### config.mk
export PLATFORM = sky130hd
export DESIGN_NAME = vga_frame_scheduler
export DESIGN_NICKNAME = d
export VERILOG_FILES = /design/src/rtl/vga_frame_scheduler_pkg.sv /design/src/rtl/vga_sync_decode.sv /design/src/rtl/vga_frame_scheduler.sv
export SDC_FILE = /design/constraint.sdc
export NUM_CORES = 1
export LEC_CHECK = 0
export BUFFER_PORTS_ARGS = -buffer_cell sky130_fd_sc_hd__buf_2
export CORE_ASPECT_RATIO = 0.6
export CORE_MARGIN = 5
export CORE_UTILIZATION = 45
export DETAILED_ROUTE_END_ITERATION = 10
export GPL_TIMING_DRIVEN = 0
export PLACE_DENSITY = 0.79
export SLEW_MARGIN = 25
export SYNTH_ARGS = -nofsm -noshare
export SYNTH_HDL_FRONTEND = slang
export SYNTH_SLANG_ARGS = --single-unit
### constraint.sdc
create_clock -name i_Clk -period 1.9 [get_ports i_Clk]
set_input_delay 0.095 -clock i_Clk [delete_from_list [all_inputs] [get_ports i_Clk]]
set_output_delay 0.095 -clock i_Clk [all_outputs]
set_load 0.01 [all_outputs]
### src/rtl/vga_frame_scheduler_pkg.sv
// ---------------------------------------------------------------------------
// vga_frame_scheduler_pkg
// Shared timing constants, the update-FSM state type and small helpers for the
// VGA frame scheduler and its sync decoder.
//   - Default 640x480@60 porch/sync widths (visible, front, sync, back).
//   - upd_state_e: 2-bit encoding of the per-frame update handshake FSM.
//   - sat_inc8: saturating 8-bit increment used by the drop counter.
// ---------------------------------------------------------------------------
package vga_frame_scheduler_pkg;

  // Position counters are 10-bit, 1-based.
  localparam int unsigned POS_W = 10;

  // Default horizontal timing, in pixel clocks.
  localparam int unsigned H_VISIBLE_DEF = 640;
  localparam int unsigned H_FRONT_DEF   = 16;
  localparam int unsigned H_SYNC_DEF    = 96;
  localparam int unsigned H_BACK_DEF    = 48;

  // Default vertical timing, in lines.
  localparam int unsigned V_VISIBLE_DEF = 480;
  localparam int unsigned V_FRONT_DEF   = 10;
  localparam int unsigned V_SYNC_DEF    = 2;
  localparam int unsigned V_BACK_DEF    = 33;

  // Lines before the last line at which an unfinished update is dropped.
  localparam int unsigned DEADLINE_LN_DEF = 2;

  // Update handshake FSM.
  typedef enum logic [1:0] {
    StIdle   = 2'd0,
    StReq    = 2'd1,
    StBusy   = 2'd2,
    StCommit = 2'd3
  } upd_state_e;

  // Increment that sticks at 255 instead of wrapping.
  function automatic logic [7:0] sat_inc8(input logic [7:0] i_Val);
    sat_inc8 = (i_Val == 8'hFF) ? i_Val : i_Val + 8'd1;
  endfunction

endpackage

### src/rtl/vga_sync_decode.sv
// ---------------------------------------------------------------------------
// vga_sync_decode
// Decodes the free-running 1-based VGA position into registered sync/active
// strobes and combinational single-cycle frame events.
// Ports:
//   i_Clk, i_Reset        pixel clock, asynchronous active-high reset
//   i_HPos, i_VPos        current position, 1..H_MAX / 1..V_MAX
//   o_HSync, o_VSync      active-low sync, registered (1 clock latency)
//   o_Active              visible-area strobe, registered (1 clock latency)
//   o_FrameEnd            combinational: last pixel of the frame
//   o_VBlankStart         combinational: last pixel of the last visible line
//   o_Deadline            combinational: last pixel of line V_MAX-DEADLINE_LN
// ---------------------------------------------------------------------------
module vga_sync_decode
  import vga_frame_scheduler_pkg::*;
#(
  parameter int unsigned H_VISIBLE   = H_VISIBLE_DEF,
  parameter int unsigned H_FRONT     = H_FRONT_DEF,
  parameter int unsigned H_SYNC      = H_SYNC_DEF,
  parameter int unsigned H_BACK      = H_BACK_DEF,
  parameter int unsigned V_VISIBLE   = V_VISIBLE_DEF,
  parameter int unsigned V_FRONT     = V_FRONT_DEF,
  parameter int unsigned V_SYNC      = V_SYNC_DEF,
  parameter int unsigned V_BACK      = V_BACK_DEF,
  parameter int unsigned DEADLINE_LN = DEADLINE_LN_DEF
) (
  input  logic             i_Clk,
  input  logic             i_Reset,
  input  logic [POS_W-1:0] i_HPos,
  input  logic [POS_W-1:0] i_VPos,
  output logic             o_HSync,
  output logic             o_VSync,
  output logic             o_Active,
  output logic             o_FrameEnd,
  output logic             o_VBlankStart,
  output logic             o_Deadline
);

  // All bounds are elaboration-time constants; only compares happen at runtime.
  localparam logic [POS_W-1:0] HVisLast   = POS_W'(H_VISIBLE);
  localparam logic [POS_W-1:0] HSyncFirst = POS_W'(H_VISIBLE + H_FRONT + 1);
  localparam logic [POS_W-1:0] HSyncLast  = POS_W'(H_VISIBLE + H_FRONT + H_SYNC);
  localparam logic [POS_W-1:0] HMax       = POS_W'(H_VISIBLE + H_FRONT + H_SYNC + H_BACK);

  localparam logic [POS_W-1:0] VVisLast   = POS_W'(V_VISIBLE);
  localparam logic [POS_W-1:0] VSyncFirst = POS_W'(V_VISIBLE + V_FRONT + 1);
  localparam logic [POS_W-1:0] VSyncLast  = POS_W'(V_VISIBLE + V_FRONT + V_SYNC);
  localparam logic [POS_W-1:0] VMax       = POS_W'(V_VISIBLE + V_FRONT + V_SYNC + V_BACK);
  localparam logic [POS_W-1:0] VDeadline  =
    POS_W'(V_VISIBLE + V_FRONT + V_SYNC + V_BACK - DEADLINE_LN);

  logic w_LineEnd;
  logic w_HSyncLow;
  logic w_VSyncLow;
  logic w_ActiveNext;

  logic r_HSync;
  logic r_VSync;
  logic r_Active;

  always_comb begin
    w_LineEnd    = (i_HPos == HMax);
    w_HSyncLow   = (i_HPos >= HSyncFirst) && (i_HPos <= HSyncLast);
    w_VSyncLow   = (i_VPos >= VSyncFirst) && (i_VPos <= VSyncLast);
    w_ActiveNext = (i_HPos <= HVisLast) && (i_VPos <= VVisLast);
  end

  always_ff @(posedge i_Clk or posedge i_Reset) begin
    if (i_Reset) begin
      r_HSync  <= 1'b1;
      r_VSync  <= 1'b1;
      r_Active <= 1'b0;
    end else begin
      r_HSync  <= ~w_HSyncLow;
      r_VSync  <= ~w_VSyncLow;
      r_Active <= w_ActiveNext;
    end
  end

  assign o_HSync  = r_HSync;
  assign o_VSync  = r_VSync;
  assign o_Active = r_Active;

  // Events are left combinational so the scheduler FSM reacts on the same
  // clock edge that samples the position.
  assign o_FrameEnd    = w_LineEnd && (i_VPos == VMax);
  assign o_VBlankStart = w_LineEnd && (i_VPos == VVisLast);
  assign o_Deadline    = w_LineEnd && (i_VPos == VDeadline);

endmodule

### src/rtl/vga_frame_scheduler.sv
// ---------------------------------------------------------------------------
// vga_frame_scheduler
// Sequences one game-logic update per frame against the VGA position counter.
// A request is raised at the start of vertical blanking, acknowledged and
// completed by the game logic, then committed with a one-cycle pulse. An
// update still outstanding DEADLINE_LN lines before the end of the frame is
// aborted and counted.
// Ports:
//   i_Clk, i_Reset        pixel clock, asynchronous active-high reset
//   i_HPos, i_VPos        1-based position from the free-running counter
//   i_Enable              allows a new request at vertical blanking start
//   i_UpdAck, i_UpdDone   game logic handshake (accepted / finished)
//   o_HSync, o_VSync      active-low sync, registered
//   o_Active              visible-area strobe, registered
//   o_UpdReq              update request level
//   o_Commit              one-cycle pulse: latch new game state
//   o_Abort               one-cycle pulse: update missed the deadline
//   o_DropCnt             aborted updates, saturating at 255
//   o_FrameCnt            completed frames, wrapping
// ---------------------------------------------------------------------------
module vga_frame_scheduler
  import vga_frame_scheduler_pkg::*;
#(
  parameter int unsigned H_VISIBLE   = H_VISIBLE_DEF,
  parameter int unsigned H_FRONT     = H_FRONT_DEF,
  parameter int unsigned H_SYNC      = H_SYNC_DEF,
  parameter int unsigned H_BACK      = H_BACK_DEF,
  parameter int unsigned V_VISIBLE   = V_VISIBLE_DEF,
  parameter int unsigned V_FRONT     = V_FRONT_DEF,
  parameter int unsigned V_SYNC      = V_SYNC_DEF,
  parameter int unsigned V_BACK      = V_BACK_DEF,
  parameter int unsigned DEADLINE_LN = DEADLINE_LN_DEF
) (
  input  logic             i_Clk,
  input  logic             i_Reset,
  input  logic [POS_W-1:0] i_HPos,
  input  logic [POS_W-1:0] i_VPos,
  input  logic             i_Enable,
  input  logic             i_UpdAck,
  input  logic             i_UpdDone,
  output logic             o_HSync,
  output logic             o_VSync,
  output logic             o_Active,
  output logic             o_UpdReq,
  output logic             o_Commit,
  output logic             o_Abort,
  output logic [7:0]       o_DropCnt,
  output logic [15:0]      o_FrameCnt
);

  logic w_FrameEnd;
  logic w_VBlankStart;
  logic w_Deadline;

  upd_state_e r_State;
  upd_state_e w_StateNext;
  logic       w_AbortNext;

  logic        r_Abort;
  logic [7:0]  r_DropCnt;
  logic [15:0] r_FrameCnt;

  vga_sync_decode #(
    .H_VISIBLE   (H_VISIBLE),
    .H_FRONT     (H_FRONT),
    .H_SYNC      (H_SYNC),
    .H_BACK      (H_BACK),
    .V_VISIBLE   (V_VISIBLE),
    .V_FRONT     (V_FRONT),
    .V_SYNC      (V_SYNC),
    .V_BACK      (V_BACK),
    .DEADLINE_LN (DEADLINE_LN)
  ) u_sync_decode (
    .i_Clk         (i_Clk),
    .i_Reset       (i_Reset),
    .i_HPos        (i_HPos),
    .i_VPos        (i_VPos),
    .o_HSync       (o_HSync),
    .o_VSync       (o_VSync),
    .o_Active      (o_Active),
    .o_FrameEnd    (w_FrameEnd),
    .o_VBlankStart (w_VBlankStart),
    .o_Deadline    (w_Deadline)
  );

  // Next-state logic. Ack is only looked at in StReq and Done only in StBusy
  // (or alongside Ack in StReq), so stray handshakes elsewhere are ignored.
  always_comb begin
    w_StateNext = r_State;
    w_AbortNext = 1'b0;
    case (r_State)
      StIdle: begin
        // VBlankStart is the only entry point, which limits us to one
        // request per frame.
        if (w_VBlankStart && i_Enable) begin
          w_StateNext = StReq;
        end
      end
      StReq: begin
        if (w_Deadline) begin
          w_StateNext = StIdle;
          w_AbortNext = 1'b1;
        end else if (i_UpdAck) begin
          // Ack and Done together skip straight to the commit.
          w_StateNext = i_UpdDone ? StCommit : StBusy;
        end
      end
      StBusy: begin
        // Done on the deadline cycle still counts as on time.
        if (i_UpdDone) begin
          w_StateNext = StCommit;
        end else if (w_Deadline) begin
          w_StateNext = StIdle;
          w_AbortNext = 1'b1;
        end
      end
      StCommit: begin
        w_StateNext = StIdle;
      end
      default: begin
        w_StateNext = StIdle;
      end
    endcase
  end

  always_ff @(posedge i_Clk or posedge i_Reset) begin
    if (i_Reset) begin
      r_State <= StIdle;
      r_Abort <= 1'b0;
    end else begin
      r_State <= w_StateNext;
      r_Abort <= w_AbortNext;
    end
  end

  always_ff @(posedge i_Clk or posedge i_Reset) begin
    if (i_Reset) begin
      r_DropCnt <= 8'd0;
    end else if (w_AbortNext) begin
      r_DropCnt <= sat_inc8(r_DropCnt);
    end
  end

  always_ff @(posedge i_Clk or posedge i_Reset) begin
    if (i_Reset) begin
      r_FrameCnt <= 16'd0;
    end else if (w_FrameEnd) begin
      r_FrameCnt <= r_FrameCnt + 16'd1;
    end
  end

  // Request and commit are decoded from the state register, so they drop to
  // zero immediately on an asynchronous reset.
  assign o_UpdReq   = (r_State == StReq);
  assign o_Commit   = (r_State == StCommit);
  assign o_Abort    = r_Abort;
  assign o_DropCnt  = r_DropCnt;
  assign o_FrameCnt = r_FrameCnt;

endmodule

# ---- After elaboration in Yosys (flattened, before gate mapping)
# Index checks and enable logic that the tools add are counted.
dict set report totals {
  rom_bits 0
  memories 0
  register_bits 30
  latchBits 0
  inputBits 25
  output_inout_bits 30
  ramBits 0
}
dict set report classes {
  order_cmp 6
  mux 10
  multipliers 0
  addsub 2
  n_shift 0
  reduce_logical 10
  div_mod_pow 0
  bitwise_logic 3
  n_eq_ne 11
}
# operator n
set op_table {}
lappend op_table {{$eq 10x10->1 const B} 3}
lappend op_table {{$le 10x10->1 const B} 2}
lappend op_table {{$le 10x9->1 const B} 2}
lappend op_table {{$add 16x1->16 const B} 1}
lappend op_table {{$eq 10x9->1 const B} 1}
lappend op_table {{$ge 10x10->1 const B} 1}
lappend op_table {{$ge 10x9->1 const B} 1}
lappend op_table {{$mux 2} 5}
lappend op_table {{$add 8x1->8 const B} 1}
lappend op_table {{$eq 8x8->1 const B} 1}
lappend op_table {{$pmux 2 s4} 1}
lappend op_table {{$logic_and 1x1->1} 7}
lappend op_table {{$ne 3x2->1 const B} 2}
lappend op_table {{$eq 2x2->1 const B} 2}
lappend op_table {{$mux 1} 3}
lappend op_table {{$not 1->1} 3}
lappend op_table {{$reduce_and 3->1} 1}
lappend op_table {{$eq 2x1->1 const B} 1}
lappend op_table {{$logic_not 2->1} 1}
lappend op_table {{$ne 2x2->1 const B} 1}
lappend op_table {{$pmux 1 s2} 1}
lappend op_table {{$reduce_and 2->1} 1}

# ---- Longest topological paths before layout
dict set report depth {
  word_depth 6
  depth_mapped 7
  depth_no_buf 7
}

# ---- By module
# Synthesis repeated with hierarchy kept, for this count alone.
dict set report hier_totals {
  hier_cells 152
  hier_area_um2 1635.3
}
# module cells_per_inst area_per_inst_um2 n_inst
set modules_own_cells {}
lappend modules_own_cells {vga_frame_scheduler 120 1333.8 1}
lappend modules_own_cells {vga_sync_decode 32 301.5 1}

# ---- Least setup slack after synthesis
# OpenSTA, ideal clock, no wires.
dict set report synth_timing {
  path_type {input port to flip-flop}
  start {input i_HPos[1]}
  end {register r_DropCnt[7] (netlist: o_DropCnt[7])}
  setup_ps 128
  cell_stages 5
  n_path_buf 0
  arrival_time_ps 1858
  setup_slack_ps -86
  cell_sequence {or4_4 > or3b_4 > nor4_4 > nand4_1 > mux2_1}
}
dict set report synth_between {
  elab_chain_len 6
}
# element line
set synth_rtl {}
lappend synth_rtl {{start: declaration} vga_frame_scheduler.sv:36} ;# input logic [POS_W-1:0] i_HPos,
lappend synth_rtl {{$eq 10x10->1 *} vga_sync_decode.sv:62} ;# w_LineEnd = (i_HPos == HMax);
lappend synth_rtl {{$logic_and 1x1->1 *} vga_sync_decode.sv:88} ;# assign o_Deadline = w_LineEnd && (i_VPos == VDeadline);
lappend synth_rtl {{$mux 1 *} {vga_frame_scheduler.sv:100, vga_frame_scheduler.sv:112}}
lappend synth_rtl {{$mux 1} vga_frame_scheduler.sv:110} ;# if (i_UpdDone) begin
lappend synth_rtl {{$pmux 1 s2 *} vga_frame_scheduler.sv:91} ;# case (r_State)
lappend synth_rtl {{$reduce_and 2->1 (no line) *} -}
lappend synth_rtl {{end signal: assignment} vga_frame_scheduler.sv:140} ;# r_DropCnt <= sat_inc8(r_DropCnt);
lappend synth_rtl {{end: declaration} vga_frame_scheduler.sv:60} ;# logic [7:0] r_DropCnt;
# Mark *: on every way between the ends. The rest lies on a longest branch, timed or not.
# A chain may end at the register's enable or synchronous reset.

# ---- Worst setup path after layout
dict set report layout_timing {
  start {register r_State[0]}
  end {register r_DropCnt[7] (netlist: o_DropCnt[7])}
}
dict set report layout_between {
  elab_chain_len 3
}
# element line
set layout_rtl {}
lappend layout_rtl {{start: declaration} vga_frame_scheduler.sv:55} ;# upd_state_e r_State;
lappend layout_rtl {{start signal: assignment} vga_frame_scheduler.sv:128} ;# r_State <= StIdle;
lappend layout_rtl {{start signal: assignment} vga_frame_scheduler.sv:131} ;# r_State <= w_StateNext;
lappend layout_rtl {{$eq 2x2->1 or $eq 2x1->1 (tied branches)} vga_frame_scheduler.sv:91}
lappend layout_rtl {{$pmux 1 s2 *} vga_frame_scheduler.sv:91}
lappend layout_rtl {{$reduce_and 2->1 (no line) *} -}
# Marks and branches as above.

==> run summary <==
CP Capture Type -> flip-flop
worst r2r path cells -> 7
die extent in x -> 89.7 µm
CTS Buf Count -> 5
Fmax -> 541 MHz
CP Class -> reg -> reg
Syn-to-layout area delta -> 30.6%
final setup fails -> 0
crit path max-delay cell type -> dfrtp_1
total number of vias -> 1521
Hold WC Path Type -> in -> reg
Clock Skew -> 0.00320 ns
Buffers on Ports -> 54
Hold Path Sink -> u_sync_decode.o_Active$_DFF_PP0_
Unique masters post-synth -> 40
drt wl/cell -> 14.1 µm
largest net degree at the start of global routing -> 31
Critical Path AT -> 2.01 ns
register area share after synthesis -> 43.9%
Die H -> 57.8 µm
worst reg2reg setup slack -> 0.05 ns
RR Endpoint -> o_DropCnt[7]$_DFFE_PP0P_
first-pass GRT wire length -> 6.27 mm
max_cap viols -> 0
maximum vdd ir drop -> 0.000761 V
cell area power density -> 765 mW/mm²
CP Max Fanout -> 4
synthesized netlist cell count -> 167
Yosys top cell by area -> dfrtp_1
fin crit share -> 97.3%
final instance area -> 0.00224 mm²
ANT cells -> 0
post-detail-place hpwl -> 3.06 mm
Synth Register Bits -> 30
Max stage delay on crit path -> 0.38 ns
Initial Util -> 46.6%
clock buffer depth -> 2
final net count -> 267
grt met1 use -> 23.1%
Routed WL -> 3.99 mm
layout cells sized above 1 -> 34.5%
Final ANT Viol Nets -> 0
Ports -> 55
Placed Instances -> 268
Fillers -> 337
Worst-path clk slew -> 0.06 ns
Yosys Warn Count -> 0
Final Max Slew Viols -> 0
reg2reg start -> r_State[0]$_DFFE_PP0P_
core area -> 0.00368 mm²
Final Power -> 1.71 mW
H-Tree Depth -> 2
CTS root buf -> clkbuf_8
routability congestion estimate -> 0.921
CTS Sinks -> 30
vias in the first global route -> 1368
vias per cell -> 5.39
Synth area leaders -> dfrtp_1 (41%), xnor2_1 (7.7%), ha_1 (5.1%)
most used routing layer -> met1
Synth Cell Area -> 0.00171 mm²
RSZ-0062 raised after global routing -> yes
routing usage on met3 -> 5.11%
final hold vios -> 0
First-pass DRT Iterations -> 4
cell row count -> 17
Skew-Pair Late Insertion Delay -> 0.27 ns
setup TNS -> 0 ns
Mean Syn Cell Area -> 10.3 µm²
DIE AREA -> 0.00518 mm²
initial antenna violation count -> 0
Critical Path RT -> 2.06 ns
fin crit period -> 1.85 ns
Rel. slew slack -> 60.3%
worst-margin pin slew -> 0.594 ns
TritonCTS clock tree -> built
fin util -> 60.8%
All-Layer GR Usage -> 15.6%
critical path, cell by cell -> inv_2 -> buf_4 -> ha_4 -> o21ai_4 -> nor4_4 -> nand4_1 -> mux2_4
Post-route DRC -> 0
CP Launch Type -> flip-flop
DR iter-0 viols -> 85
grt total ovfl -> 0
status -> finished clean
Post-DP Area -> 0.00204 mm²
min-delay src -> i_HPos[9]
GR Util met2 -> 21.1%
Leak Pwr -> 1.13 nW
WHS Path Cells -> 2
post-synth top area share -> 40.9%
fin cells -> 282
synthesized net count -> 199
worst max-delay path: cells and delay by family, from the launching register on:
family / cells / cell delay, ns
AOI/OAI and AO/OA: 1 / 0.06
adders and majority gates: 1 / 0.28
buffers and inverters: 2 / 0.22
DFF: 1 / 0.38
muxes: 1 / 0.32
and+or+nand+nor: 2 / 0.48
through the flow:
step / setup WS [ns] / hold slack [ns]
6_report: 0.0519 / 0.0115
2_1_floorplan: 0.00182 / 0.162
5_1_grt: -0.0316 / 0.0116
4_1_cts: 0.0194 / 0.00656
3_5_place_dp: -0.295 / 0.204
3_3_place_gp: -0.299 / 0.304
layer usage:
layer	share of wire [%]	vias up
met4	0.43	0
met5	0	-
met1	47	723
li1	-	746
met3	9.0	2
met2	43	50
logic make-up (layout without fill, tap and decap cells):
family	Yosys count	count (layout)	synth area share, %
flops	30	30	43.9
compound gates	17	17	6.79
fa+ha+maj	7	7	5.11
buf+inv	8	76	1.75
mux	4	4	2.55
xor+xnor	20	20	10.2
simple gates	81	81	29.6
flip-flops by register name (all words and copies together) (netlist names):
register and flops:
u_sync_decode.o_HSync 1, u_sync_decode.o_Active 1, o_FrameCnt 16, u_sync_decode.o_VSync 1
o_DropCnt 8, o_Abort 1, r_State 2
synth_stat cells, drive strengths merged:
master	n
or3	2
nor4b	3
nor4	3
a32oi	1
nand4	13
xor2	5
and2	4
mux2i	1
and4b	1
o32a	1
nand2	8
nor2	11
nor3	4
nand3b	1
and3b	1
a41oi	1
mux2	3
dfrtp	28
nand2b	4
ha	7
nand3	8
nand4b	2
dfstp	2
o31ai	1
and3	10
o21ai	3
or4	2
a31oi	1
or3b	2
nor2b	2
a21oi	4
xnor2	15
inv	6
clkbuf	2
a211oi	3
a22o	1
o2111ai	1
placed cells by master, fill, tap and decap left out, drive strengths merged, types with 5 or more instances in the layout:
master  Yosys  layout
and3       10      10
buf         0      60
clkbuf      2       9
dfrtp      28      28
ha          7       7
inv         6       6
nand2       8       8
nand3       8       8
nand4      13      13
nor2       11      11
xnor2      15      15
xor2        5       5
power by group:
part	leakage [nW]	internal [mW]	switching, mW
combinational	0.683	0.277	0.281
sequential	0.407	0.664	0.0254
clock	0.0383	0.251	0.213
total	1.13	1.19	0.520
final cells by class:
class / count / area (µm²) / share of cell area (%)
clock buffers: 7 / 76.3 / 3.41
plain buffers: 2 / 7.51 / 0.335
repair buffers: 61 / 325 / 14.5
inverters: 6 / 22.5 / 1.01
well taps: 47 / 58.8 / 2.63
flip-flops and latches: 30 / 753 / 33.7
multi-input cells: 129 / 995 / 44.4
what timing repair did:
| action | in CTS | in global routing |
|---|---|---|
| resized for setup | 4 | 9 |
| endpoints found under the hold margin | 28 | 0 |
| setup endpoints to repair | 5 | 6 |
| pin swaps | 3 | 5 |
| gates cloned | 0 | 0 |
| setup buffers | 1 | 5 |
| hold buffers | 1 | 0 |
how the worst max path moves through the flow:
stage,start,to,slack [ns],depth (start not counted)
4_1_cts,i_HPos[1],o_FrameCnt[15]$_DFFE_PP0P_,0.02,6
2_1_floorplan,i_HPos[1],o_FrameCnt[13]$_DFFE_PP0P_,0.002,5
3_3_place_gp,i_HPos[1],o_FrameCnt[15]$_DFFE_PP0P_,-0.30,6
6_report,r_State[0]$_DFFE_PP0P_,o_DropCnt[7]$_DFFE_PP0P_,0.05,7
5_1_grt,r_State[0]$_DFFE_PP0P_,o_DropCnt[7]$_DFFE_PP0P_,-0.03,7
3_5_place_dp,i_HPos[1],o_FrameCnt[15]$_DFFE_PP0P_,-0.30,6
Note: power is estimated with default switching activity, not from simulation.
